[src/rtl/stream_arb_pkg.sv]
// Shared types and default sizing for the stream round-robin arbiter.
package stream_arb_pkg;

    localparam int DEF_NUM_REQ      = 4;
    localparam int DEF_PAYLOAD_BITS = 32;
    localparam int DEF_BURST_LEN    = 16;

    typedef enum logic {
        ST_IDLE  = 1'b0,
        ST_BURST = 1'b1
    } arb_state_e;

endpackage

[src/rtl/rr_pick.sv]
// Rotating priority encoder: first set request bit searching upward from last_i+1 (mod NUM_REQ).
module rr_pick #(
    parameter int NUM_REQ = 4,
    parameter int IDX_W   = $clog2(NUM_REQ)
) (
    input  logic [NUM_REQ-1:0] req_i,
    input  logic [IDX_W-1:0]   last_i,
    output logic [IDX_W-1:0]   grant_o,
    output logic               any_o
);

    // Walk offsets from farthest to nearest so the nearest hit is the one that sticks.
    always_comb begin
        logic [IDX_W-1:0] idx;
        idx     = '0;
        grant_o = '0;
        any_o   = 1'b0;
        for (int k = NUM_REQ; k >= 1; k--) begin
            idx = IDX_W'((int'(last_i) + k) % NUM_REQ);
            if (req_i[idx]) begin
                grant_o = idx;
                any_o   = 1'b1;
            end
        end
    end

endmodule

[src/rtl/stream_rr_arbiter.sv]
// Round-robin burst arbiter merging NUM_REQ valid/ack streams into one registered output.
// Optional per-requester accepted-word counters are built when ARB_WORD_COUNT_EN is defined.
module stream_rr_arbiter
    import stream_arb_pkg::*;
#(
    parameter int NUM_REQ      = DEF_NUM_REQ,
    parameter int PAYLOAD_BITS = DEF_PAYLOAD_BITS,
    parameter int BURST_LEN    = DEF_BURST_LEN
) (
    input  logic                            clk,
    input  logic                            reset,
    input  logic [NUM_REQ*PAYLOAD_BITS-1:0] din_user2arb,
    input  logic [NUM_REQ-1:0]              vld_user2arb,
    output logic [NUM_REQ-1:0]              ack_arb2user,
    output logic [PAYLOAD_BITS-1:0]         dout_arb2interface,
    output logic                            vld_arb2interface,
    input  logic                            ack_interface2arb,
    output logic [$clog2(NUM_REQ)-1:0]      grant_id,
    output logic                            busy,
    output logic [NUM_REQ*16-1:0]           word_count
);

    localparam int IW = $clog2(NUM_REQ);
    localparam int CW = $clog2(BURST_LEN + 1);

    arb_state_e              state_q, state_d;
    logic [IW-1:0]           grant_q, grant_d;
    logic [IW-1:0]           last_q, last_d;
    logic [CW-1:0]           cnt_q, cnt_d;
    logic                    full_q, full_d;
    logic [PAYLOAD_BITS-1:0] data_q, data_d;

    logic [PAYLOAD_BITS-1:0] words [NUM_REQ];
    logic [IW-1:0]           pick_idx;
    logic                    pick_any;
    logic                    grant_vld;
    logic                    up_xfer;
    logic                    down_xfer;

    for (genvar gi = 0; gi < NUM_REQ; gi++) begin : g_words
        assign words[gi] = din_user2arb[gi*PAYLOAD_BITS +: PAYLOAD_BITS];
    end

    rr_pick #(
        .NUM_REQ (NUM_REQ),
        .IDX_W   (IW)
    ) u_pick (
        .req_i   (vld_user2arb),
        .last_i  (last_q),
        .grant_o (pick_idx),
        .any_o   (pick_any)
    );

    assign grant_vld = vld_user2arb[grant_q];
    assign down_xfer = full_q && ack_interface2arb;
    // Upstream may refill the output register on the same edge it drains.
    assign up_xfer   = (state_q == ST_BURST) && grant_vld && (!full_q || ack_interface2arb);

    always_comb begin
        ack_arb2user = '0;
        if (up_xfer) begin
            ack_arb2user[grant_q] = 1'b1;
        end
    end

    always_comb begin
        state_d = state_q;
        grant_d = grant_q;
        last_d  = last_q;
        cnt_d   = cnt_q;
        full_d  = full_q;
        data_d  = data_q;

        if (up_xfer) begin
            full_d = 1'b1;
            data_d = words[grant_q];
        end else if (down_xfer) begin
            full_d = 1'b0;
        end

        unique case (state_q)
            ST_IDLE: begin
                if (pick_any) begin
                    grant_d = pick_idx;
                    cnt_d   = '0;
                    state_d = ST_BURST;
                end
            end
            ST_BURST: begin
                if (!grant_vld) begin
                    state_d = ST_IDLE;
                    last_d  = grant_q;
                end else if (up_xfer) begin
                    cnt_d = cnt_q + 1'b1;
                    if (cnt_q == CW'(BURST_LEN - 1)) begin
                        state_d = ST_IDLE;
                        last_d  = grant_q;
                    end
                end
            end
            default: state_d = ST_IDLE;
        endcase
    end

    always_ff @(posedge clk or posedge reset) begin
        if (reset) begin
            state_q <= ST_IDLE;
            grant_q <= '0;
            last_q  <= IW'(NUM_REQ - 1);
            cnt_q   <= '0;
            full_q  <= 1'b0;
            data_q  <= '0;
        end else begin
            state_q <= state_d;
            grant_q <= grant_d;
            last_q  <= last_d;
            cnt_q   <= cnt_d;
            full_q  <= full_d;
            data_q  <= data_d;
        end
    end

    assign dout_arb2interface = data_q;
    assign vld_arb2interface  = full_q;
    assign grant_id           = grant_q;
    assign busy               = (state_q == ST_BURST);

`ifdef ARB_WORD_COUNT_EN
    for (genvar gi = 0; gi < NUM_REQ; gi++) begin : g_wc
        logic [15:0] wc_q;
        always_ff @(posedge clk or posedge reset) begin
            if (reset) begin
                wc_q <= '0;
            end else if (ack_arb2user[gi]) begin
                wc_q <= wc_q + 16'd1;
            end
        end
        assign word_count[gi*16 +: 16] = wc_q;
    end
`else
    assign word_count = '0;
`endif

endmodule

[config.mk]
export PLATFORM = sky130hd
export DESIGN_NAME = stream_rr_arbiter
export DESIGN_NICKNAME = d
export VERILOG_FILES = /design/src/rtl/stream_arb_pkg.sv /design/src/rtl/rr_pick.sv /design/src/rtl/stream_rr_arbiter.sv
export SDC_FILE = /design/constraint.sdc
export NUM_CORES = 1
export LEC_CHECK = 0
export ABC_AREA = 1
export BUFFER_PORTS_ARGS = -buffer_cell sky130_fd_sc_hd__buf_2
export CAP_MARGIN = 25
export CORE_MARGIN = 4
export CORE_UTILIZATION = 42
export CTS_BUF_LIST = sky130_fd_sc_hd__clkbuf_8
export CTS_CLUSTER_SIZE = 16
export DETAILED_ROUTE_END_ITERATION = 7
export PLACE_DENSITY = 0.83
export SKIP_LAST_GASP = 1
export SLEW_MARGIN = 20
export SYNTH_ARGS = -nofsm -noshare
export SYNTH_HDL_FRONTEND = slang
export SYNTH_HIERARCHICAL = 1
export SYNTH_SLANG_ARGS = --single-unit
[constraint.sdc]
create_clock -name clk -period 2.15 [get_ports clk]
set_clock_uncertainty 0.15 [all_clocks]
set_input_delay 0.3225 -clock clk [delete_from_list [all_inputs] [get_ports clk]]
set_output_delay 0.3225 -clock clk [all_outputs]
set_load 0.005 [all_outputs]
==> summary.md, run 1 <==
| Metric | Value |
|---|---|
| Run status | `finished clean` |
| Part of the Yosys area used for sequential elements | `0.333` |
| Cells along the critical path | `inv_4, nand2_1, nand2_1, nand2_1, nand2_1, nand3_4, nor3_2, buf_2` |
| Number of vias after detailed routing | `3512` |
| Initial antenna violation count | `0` |
| Die W | `95.8 um` |
| CP arrival | `1.58 ns` |
| RSZ-0062 raised after global routing | `no` |
| Number of nets in the final layout | `777` |
| Half-perimeter wire length of the detailed placement result | `7730 um` |
| Max stage delay cell, worst path | `sky130_fd_sc_hd__dfrtp_1` |
| Share of layout cells above drive strength 1 | `0.337` |
| Netlist area before placement | `0.00324 sq mm` |
| Number of max-slew violations in the final report | `0` |
| Overall Power | `0.00512 W` |
| Maximum number of pins on one net before global-route repair | `37` |
| Critical path startpoint category | `flip-flop` |
| CTS tree | `done` |
| DRC violation count after routing | `0` |
| Core area | `0.00737 sq mm` |
| Synth area leader | `sky130_fd_sc_hd__dfrtp_1` |
| Most frequent cells in the layout | `179 x sky130_fd_sc_hd__nand2_1, 174 x sky130_fd_sc_hd__buf_2, 64 x sky130_fd_sc_hd__conb_1` |
| Proportion of netlist area held by the largest area contributor | `0.317` |
| Port-buffer cells | `174` |
| Leakage dissipation | `2.35 nW` |
| Clk_lat worst skew | `0.29 ns` |
| Count of antenna diodes in the layout | `0` |
| Worst Path Max Fanout | `7` |
| Cell family contributing the most delay on the critical path | `simple AND/OR/NAND/NOR gates` |
| Top-level I/O count | `239` |
| TritonCTS buffer count | `5` |
| Vertical die dimension | `95.8 um` |
| Final weighted congestion in routability-driven placement | `0.872` |
| Final hold viol count | `0` |
| Aggregate routed wire length | `9630 um` |
| Vias in the first global route | `3385` |
| Fin crit share | `0.956` |
| H-Tree Level Count | `2` |
| Critical path's largest stage delay | `0.46 ns` |
| Aggregate negative setup slack | `0 ns` |
| Mean instance size in the synthesized netlist | `6.87 sq um` |
| Pin slew with the least headroom to its limit | `0.529 ns` |
| Cell variety after synth | `27` |
| Detailed-route vias per instance | `4.75` |
| Initial Utilization | `0.439` |
| Setup violation total in the final timing report | `0` |
| Wire length of the first global-routing pass | `14700 um` |
| Total number of placement rows | `31` |
| CTS sink count | `43` |
| Buffers and inverters on the worst path | `2` |
| Crit end category | `output pin` |
| Clock-pin slew on the worst setup and hold paths | `0.08 ns` |
| Post-Synthesis Cells | `471` |
| Critical Path RT | `1.68 ns` |
| Max_slew headroom | `0.644` |
| Area growth from synthesis to final layout | `26.3%` |
| Time the final worst path needs with I/O delays and setup | `2.05 ns` |
| Max Freq | `487 MHz` |
| Die Area | `0.00917 sq mm` |
| ANT nets after route | `0` |
| Max-cap check violation count | `0` |
| Class of the tightest hold or removal check | `input port to flip-flop` |
| Synthesized flop and latch total | `43` |
| Maximum vdd drop | `0.589 mV` |
| First-iteration detailed-routing DRC count | `260` |
| Category of the most critical setup path | `flip-flop to output pin` |
| Top area cells in the synthesized netlist | `sky130_fd_sc_hd__dfrtp_1 32%, sky130_fd_sc_hd__nand2_1 21%, sky130_fd_sc_hd__buf_4 15%` |
| Total number of yosys warnings | `6` |
| Pre-CTS setup slack | `0.290 ns` |
| Worst Setup Slack, final | `0.0955 ns` |
| Maximum number of buffers from clock root to sink | `2` |
| Power density cells | `1250 mW/mm^2` |
| Dominant cell type by count on the critical path | `sky130_fd_sc_hd__nand2_1` |
| GRT Resource Usage Total | `0.200` |
| Most frequent standard cell in the layout excluding fill and tap cells | `sky130_fd_sc_hd__nand2_1` |
| 1st-pass router iterations | `5` |
| CTS root buffer | `sky130_fd_sc_hd__clkbuf_8` |
| Average wire length per cell after detail routing | `13.0 um` |
| Total congestion overflow after global routing | `0` |
==> tightest hold or removal path: cells and delay by family <==
kind	cells	cell delay [ns]
AOI/OAI and AO/OA	2	0.16
buffers and inverters	1	0.08
==> synthesized netlist by cell type <==
cell / instances
sky130_fd_sc_hd__a21oi_1: 34
sky130_fd_sc_hd__and2_4: 1
sky130_fd_sc_hd__buf_2: 14
sky130_fd_sc_hd__buf_4: 65
sky130_fd_sc_hd__buf_6: 5
sky130_fd_sc_hd__clkbuf_1: 2
sky130_fd_sc_hd__clkbuf_2: 2
sky130_fd_sc_hd__conb_1: 1
sky130_fd_sc_hd__dfrtp_1: 41
sky130_fd_sc_hd__dfstp_2: 2
sky130_fd_sc_hd__ha_1: 2
sky130_fd_sc_hd__inv_1: 17
sky130_fd_sc_hd__inv_4: 1
sky130_fd_sc_hd__inv_8: 1
sky130_fd_sc_hd__nand2_1: 179
sky130_fd_sc_hd__nand2_2: 4
sky130_fd_sc_hd__nand3_1: 44
sky130_fd_sc_hd__nand3_2: 1
sky130_fd_sc_hd__nor2_1: 8
sky130_fd_sc_hd__nor2_2: 4
sky130_fd_sc_hd__nor3_2: 3
sky130_fd_sc_hd__nor3b_1: 1
sky130_fd_sc_hd__o21ai_0: 14
sky130_fd_sc_hd__o21ai_1: 19
sky130_fd_sc_hd__o21ai_2: 4
sky130_fd_sc_hd__o31ai_1: 1
sky130_fd_sc_hd__xor2_1: 1
==> per-layer routing <==
layer	GRT usage	vias to the layer above	share of wire
met3	0.0446	10	0.093
met2	0.366	183	0.52
met4	0.0604	0	0.011
met1	0.230	1607	0.37
met5	0	-	0
li1	-	1712	-
==> metrics by stage <==
step           hold slack (ns)  std cells   util  instance area (sq um)
2_1_floorplan            0.299        534      -                   3470
3_3_place_gp             0.222        731  0.536                   3950
3_5_place_dp             0.231        731  0.536                   3950
4_1_cts                  0.139        740  0.553                   4080
5_1_grt                  0.146        740  0.554                   4090
6_report                 0.152        740  0.554                   4090
==> cells by family after synthesis <==
family,count (synthesis),share of synthesized area
xor gates and xnor gates,1,0.00271
DFF,43,0.333
AOI/OAI and AO/OA,72,0.117
and+or+nand+nor,245,0.318
other,1,0.00116
adders and majority gates,2,0.00773
buffers and inverters,107,0.220
==> sequential cells by signal (all words and copies together) (netlist names) <==
name	cells
vld_arb2interface	1
last_q	2
dout_arb2interface	32
grant_id	2
cnt_q	5
busy	1
==> cell type report <==
cell class                 instances  area (sq um)
clock buffer                       6          82.6
clock inverter                     2          35.0
fill                             694          3280
inverter                          19          81.3
multi-input combinational        384          1690
sequential                        43          1080
tap                               99           124
timing repair buffer             187           996
==> report_power, final <==
group / internal, W / switching (W) / total (W)
sequential: 0.00118 / 0.000269 / 0.00145
clock: 0.000376 / 0.000271 / 0.000647
combinational: 0.00116 / 0.00186 / 0.00302
total: 0.00272 / 0.00240 / 0.00512
==> final timing paths <==
| path | cells past startpoint | slack (ns) | end | start |
|---|---|---|---|---|
| max | 8 | 0.1 | ack_arb2user[1] | grant_id[0] |
| min | 3 | 0.15 | dout_arb2interface[7] | din_user2arb[103] |
| max reg2reg | 9 | 0.18 | last_q[1] | cnt_q[0] |
| min reg2reg | 2 | 0.33 | dout_arb2interface[3] | dout_arb2interface[3] |
| max in group asynchronous | 4 | 0.85 | last_q[0] | reset |
| min in group asynchronous | 3 | 0.45 | dout_arb2interface[17] | reset |
==> timing repair <==
item / 4_1_cts / 5_1_grt
resized for setup: 0 / 1
setup endpoints to repair: 0 / 4
endpoints found under the hold margin: 21 / 0
buffers inserted: 0 / 0
hold buffers: 1 / 0
Note: power is estimated with default switching activity, not from simulation.
==> inputs of run 2 (changes only) <==
SYNTH_HIERARCHICAL = not set   (was 1)
==> summary.md, run 2 <==
| Metric | Value |
|---|---|
| Top area cells in the synthesized netlist | `sky130_fd_sc_hd__dfrtp_1 32%, sky130_fd_sc_hd__nand2_1 18%, sky130_fd_sc_hd__buf_4 15%` |
| Class of the tightest hold or removal check | `input port to flip-flop` |
| CTS root buffer | `sky130_fd_sc_hd__clkbuf_8` |
| TritonCTS buffer count | `5 (unchanged)` |
| Setup violation total in the final timing report | `0 (unchanged)` |
| Dpl cell area | `0.00393 sq mm (-0.54%)` |
| Post-CTS setup buffer count | `0 (unchanged)` |
| Max-cap check violation count | `0 (unchanged)` |
| Number of flip-flops in the largest register | `32 (unchanged)` |
| GRT Resource Usage Total | `0.203 (+0.00316)` |
| Half-perimeter wire length of the detailed placement result | `7520 um (-2.7%)` |
| CTS tree | `done` |
| Cell variety after synth | `25 (-7.4%)` |
| Leakage dissipation | `2.31 nW (-1.9%)` |
| Final hold viol count | `0 (unchanged)` |
| Total number of yosys warnings | `0 (-6)` |
| Critical path's largest stage delay | `0.46 ns (about the same)` |
| Die W | `95.1 um (-0.67%)` |
| Post-Synthesis Cells | `471 (unchanged)` |
| Post-Layout Cell Count | `735 (-0.68%)` |
| Cells along the critical path | `inv_2, nand3_1, nand4_1, nand3_4, nor2_1, buf_2` |
| Power density cells | `1250 mW/mm^2 (-0.66%)` |
| Final weighted congestion in routability-driven placement | `0.774 (-11%)` |
| Part of the Yosys area used for sequential elements | `0.338 (+0.00497)` |
| Buffers and inverters on the worst path | `2 (unchanged)` |
| Vertical die dimension | `95.1 um (-0.67%)` |
| Clock power frac | `0.093 (-0.033)` |
| Fin crit share | `0.935 (-0.0205)` |
| Combinational Power Share | `0.614 (+0.024)` |
| Initial antenna violation count | `0 (unchanged)` |
| RSZ-0062 raised after global routing | `no` |
| DRC violation count after routing | `0 (unchanged)` |
| Max Freq | `497 MHz (+2.2%)` |
| Max stage delay cell, worst path | `sky130_fd_sc_hd__dfrtp_2` |
| Fillcell total | `706 (+1.7%)` |
| Clock-pin slew on the worst setup and hold paths | `0.08 ns (about the same)` |
| Switching portion of total power | `0.490 (+0.0217)` |
| Internal power consumption | `0.00255 W (-6.2%)` |
| Most frequent cells in the layout | `174 x sky130_fd_sc_hd__buf_2, 153 x sky130_fd_sc_hd__nand2_1, 72 x sky130_fd_sc_hd__nand3_1` |
| ANT nets after route | `0 (unchanged)` |
| Die Area | `0.00905 sq mm (-1.3%)` |
| Netlist area before placement | `0.00319 sq mm (-1.5%)` |
| Cells after DPL | `728 (-0.41%)` |
| Number of max-slew violations in the final report | `0 (unchanged)` |
| Worst Path Max Fanout | `6 (-1)` |
| Cell with the most instances after synthesis | `sky130_fd_sc_hd__nand2_1` |
| First-iteration detailed-routing DRC count | `217 (-17%)` |
| Count of antenna diodes in the layout | `0 (unchanged)` |
| Core area | `0.00733 sq mm (-0.53%)` |
| Area growth from synthesis to final layout | `26.1% (about the same)` |
| Category of the most critical setup path | `flip-flop to output pin` |
| Total congestion overflow after global routing | `0 (unchanged)` |
| Maximum number of buffers from clock root to sink | `2 (unchanged)` |
| Run status | `finished clean` |
| Dominant register cell in the synthesized netlist | `sky130_fd_sc_hd__dfrtp_1` |
| Synth async-reset ratio | `1.00 (unchanged)` |
| Share of layout cells above drive strength 1 | `0.319 (-0.0178)` |
| Average wire length per cell after detail routing | `13.6 um (+4.8%)` |
| CTS sink count | `43 (unchanged)` |
| Detailed-route vias per instance | `4.84 (+2.0%)` |
| Power share of the sequential group | `0.294 (+0.010)` |
| Mean instance size in the synthesized netlist | `6.77 sq um (-1.5%)` |
| Most frequent standard cell in the layout excluding fill and tap cells | `sky130_fd_sc_hd__buf_2` |
| Synth area leader | `sky130_fd_sc_hd__dfrtp_1` |
| Clk_lat worst skew | `0.28 ns (about the same)` |
| Number of nets in the final layout | `774 (-0.39%)` |
| Synthesized flop and latch total | `43 (unchanged)` |
| Number of vias after detailed routing | `3559 (+1.3%)` |
| Time the final worst path needs with I/O delays and setup | `2.01 ns (-0.0441 ns)` |
| Critical path startpoint category | `flip-flop` |
| Cell family contributing the most delay on the critical path | `simple AND/OR/NAND/NOR gates` |
| Most common library cells after synthesis | `153 x sky130_fd_sc_hd__nand2_1, 72 x sky130_fd_sc_hd__nand3_1, 64 x sky130_fd_sc_hd__buf_4, 41 x sky130_fd_sc_hd__dfrtp_1, 34 x sky130_fd_sc_hd__o21ai_1` |
| Top-level I/O count | `239 (unchanged)` |
| Wire length of the first global-routing pass | `14600 um (-0.14%)` |
| Maximum vdd drop | `0.588 mV (about the same)` |
| Port-buffer cells | `174 (unchanged)` |
| Count of flip-flops with a built-in enable after synthesis | `0 (unchanged)` |
| Aggregate negative setup slack | `0 ns (unchanged)` |
| Crit end category | `output pin` |
| Total number of placement rows | `31 (unchanged)` |
| CP arrival | `1.54 ns (-0.04 ns)` |
| Aggregate routed wire length | `10000 um (+4.1%)` |
| Post-layout instance area | `0.00402 sq mm (-1.6%)` |
| Initial Utilization | `0.435 (-0.00416)` |
| Proportion of netlist area held by the largest area contributor | `0.322 (+0.00473)` |
| Critical Path RT | `1.68 ns (about the same)` |
| 1st-pass router iterations | `5 (unchanged)` |
| Net load switching power | `0.00245 W (+2.3%)` |
| H-Tree Level Count | `2 (unchanged)` |
| Vias in the first global route | `3273 (-3.3%)` |
| Maximum number of pins on one net before global-route repair | `68 (+84%)` |
==> run 2: worst min-delay path, delay by kind of cell <==
family / cells / cell delay (ns)
buffers and inverters: 1 / 0.08
AO/OA/AOI/OAI: 2 / 0.16
==> run 2: cells by family after synthesis <==
logic type / share of synthesized area
simple gates: 0.321
buf+inv: 0.211
compound gates: 0.119
flops: 0.338
fa+ha+maj: 0.00785
xor+xnor: 0.00275
other cells: 0.00118
==> run 2: layout make-up <==
class                      instances  area (sq um)  area share
clock buffer                       5          68.8      0.0171
clock inverter                     1          3.75    0.000933
inverter                          23          86.3      0.0215
multi-input combinational        380          1680       0.419
sequential                        43          1080       0.269
tap                               99           124      0.0308
timing repair buffer             184           973       0.242
==> run 2: per-stage QoR <==
step	total power, W	setup slack [ns]	hold slack (ns)	utilization
final	0.00501	0.140	0.159	0.549
after global routing	0.00551	0.0208	0.166	0.549
after CTS	0.00500	0.00705	0.152	0.547
after detailed placement	0.00452	0.325	0.226	0.536
after global placement	0.00441	0.408	0.219	0.536
after floorplan	0.00356	0.345	0.318	-
==> run 2: per-layer routing <==
| metal | GRT usage | up-vias | wire [um] |
|---|---|---|---|
| met1 | 0.231 | 1595 | 3750 |
| met5 | 0 | - | 0 |
| met4 | 0.0601 | 0 | 186 |
| met3 | 0.0513 | 14 | 1200 |
| li1 | - | 1737 | - |
| met2 | 0.371 | 213 | 4880 |
==> run 2: worst paths after layout <==
check	start	endpoint	slack (ns)	cells after the start
worst max-delay path	grant_id[1]	ack_arb2user[3]	0.14	6
worst min-delay path	din_user2arb[94]	dout_arb2interface[30]	0.16	3
worst max register to register	cnt_q[0]	last_q[1]	0.36	8
worst min register to register	dout_arb2interface[28]	dout_arb2interface[28]	0.34	2
min in group asynchronous	reset	dout_arb2interface[17]	0.49	4
max in group asynchronous	reset	last_q[0]	1.10	4
==> run 2: power by group through the flow <==
stage | clock network, W | registers, W | logic, W
floorplan | 0 | 0.00144 | 0.00212
finish | 0.000464 | 0.00147 | 0.00307
global route | 0.000507 | 0.00151 | 0.00349
detailed placement | 0 | 0.00147 | 0.00306
CTS | 0.000483 | 0.00146 | 0.00306
global placement | 0 | 0.00145 | 0.00296
==> run 2: repair_timing <==
action | 4_1_cts | 5_1_grt
setup endpoints to repair | 0 | 4
hold endpoints to repair | 41 | 0
gates resized for setup | 0 | 3
hold buffers | 1 | 0
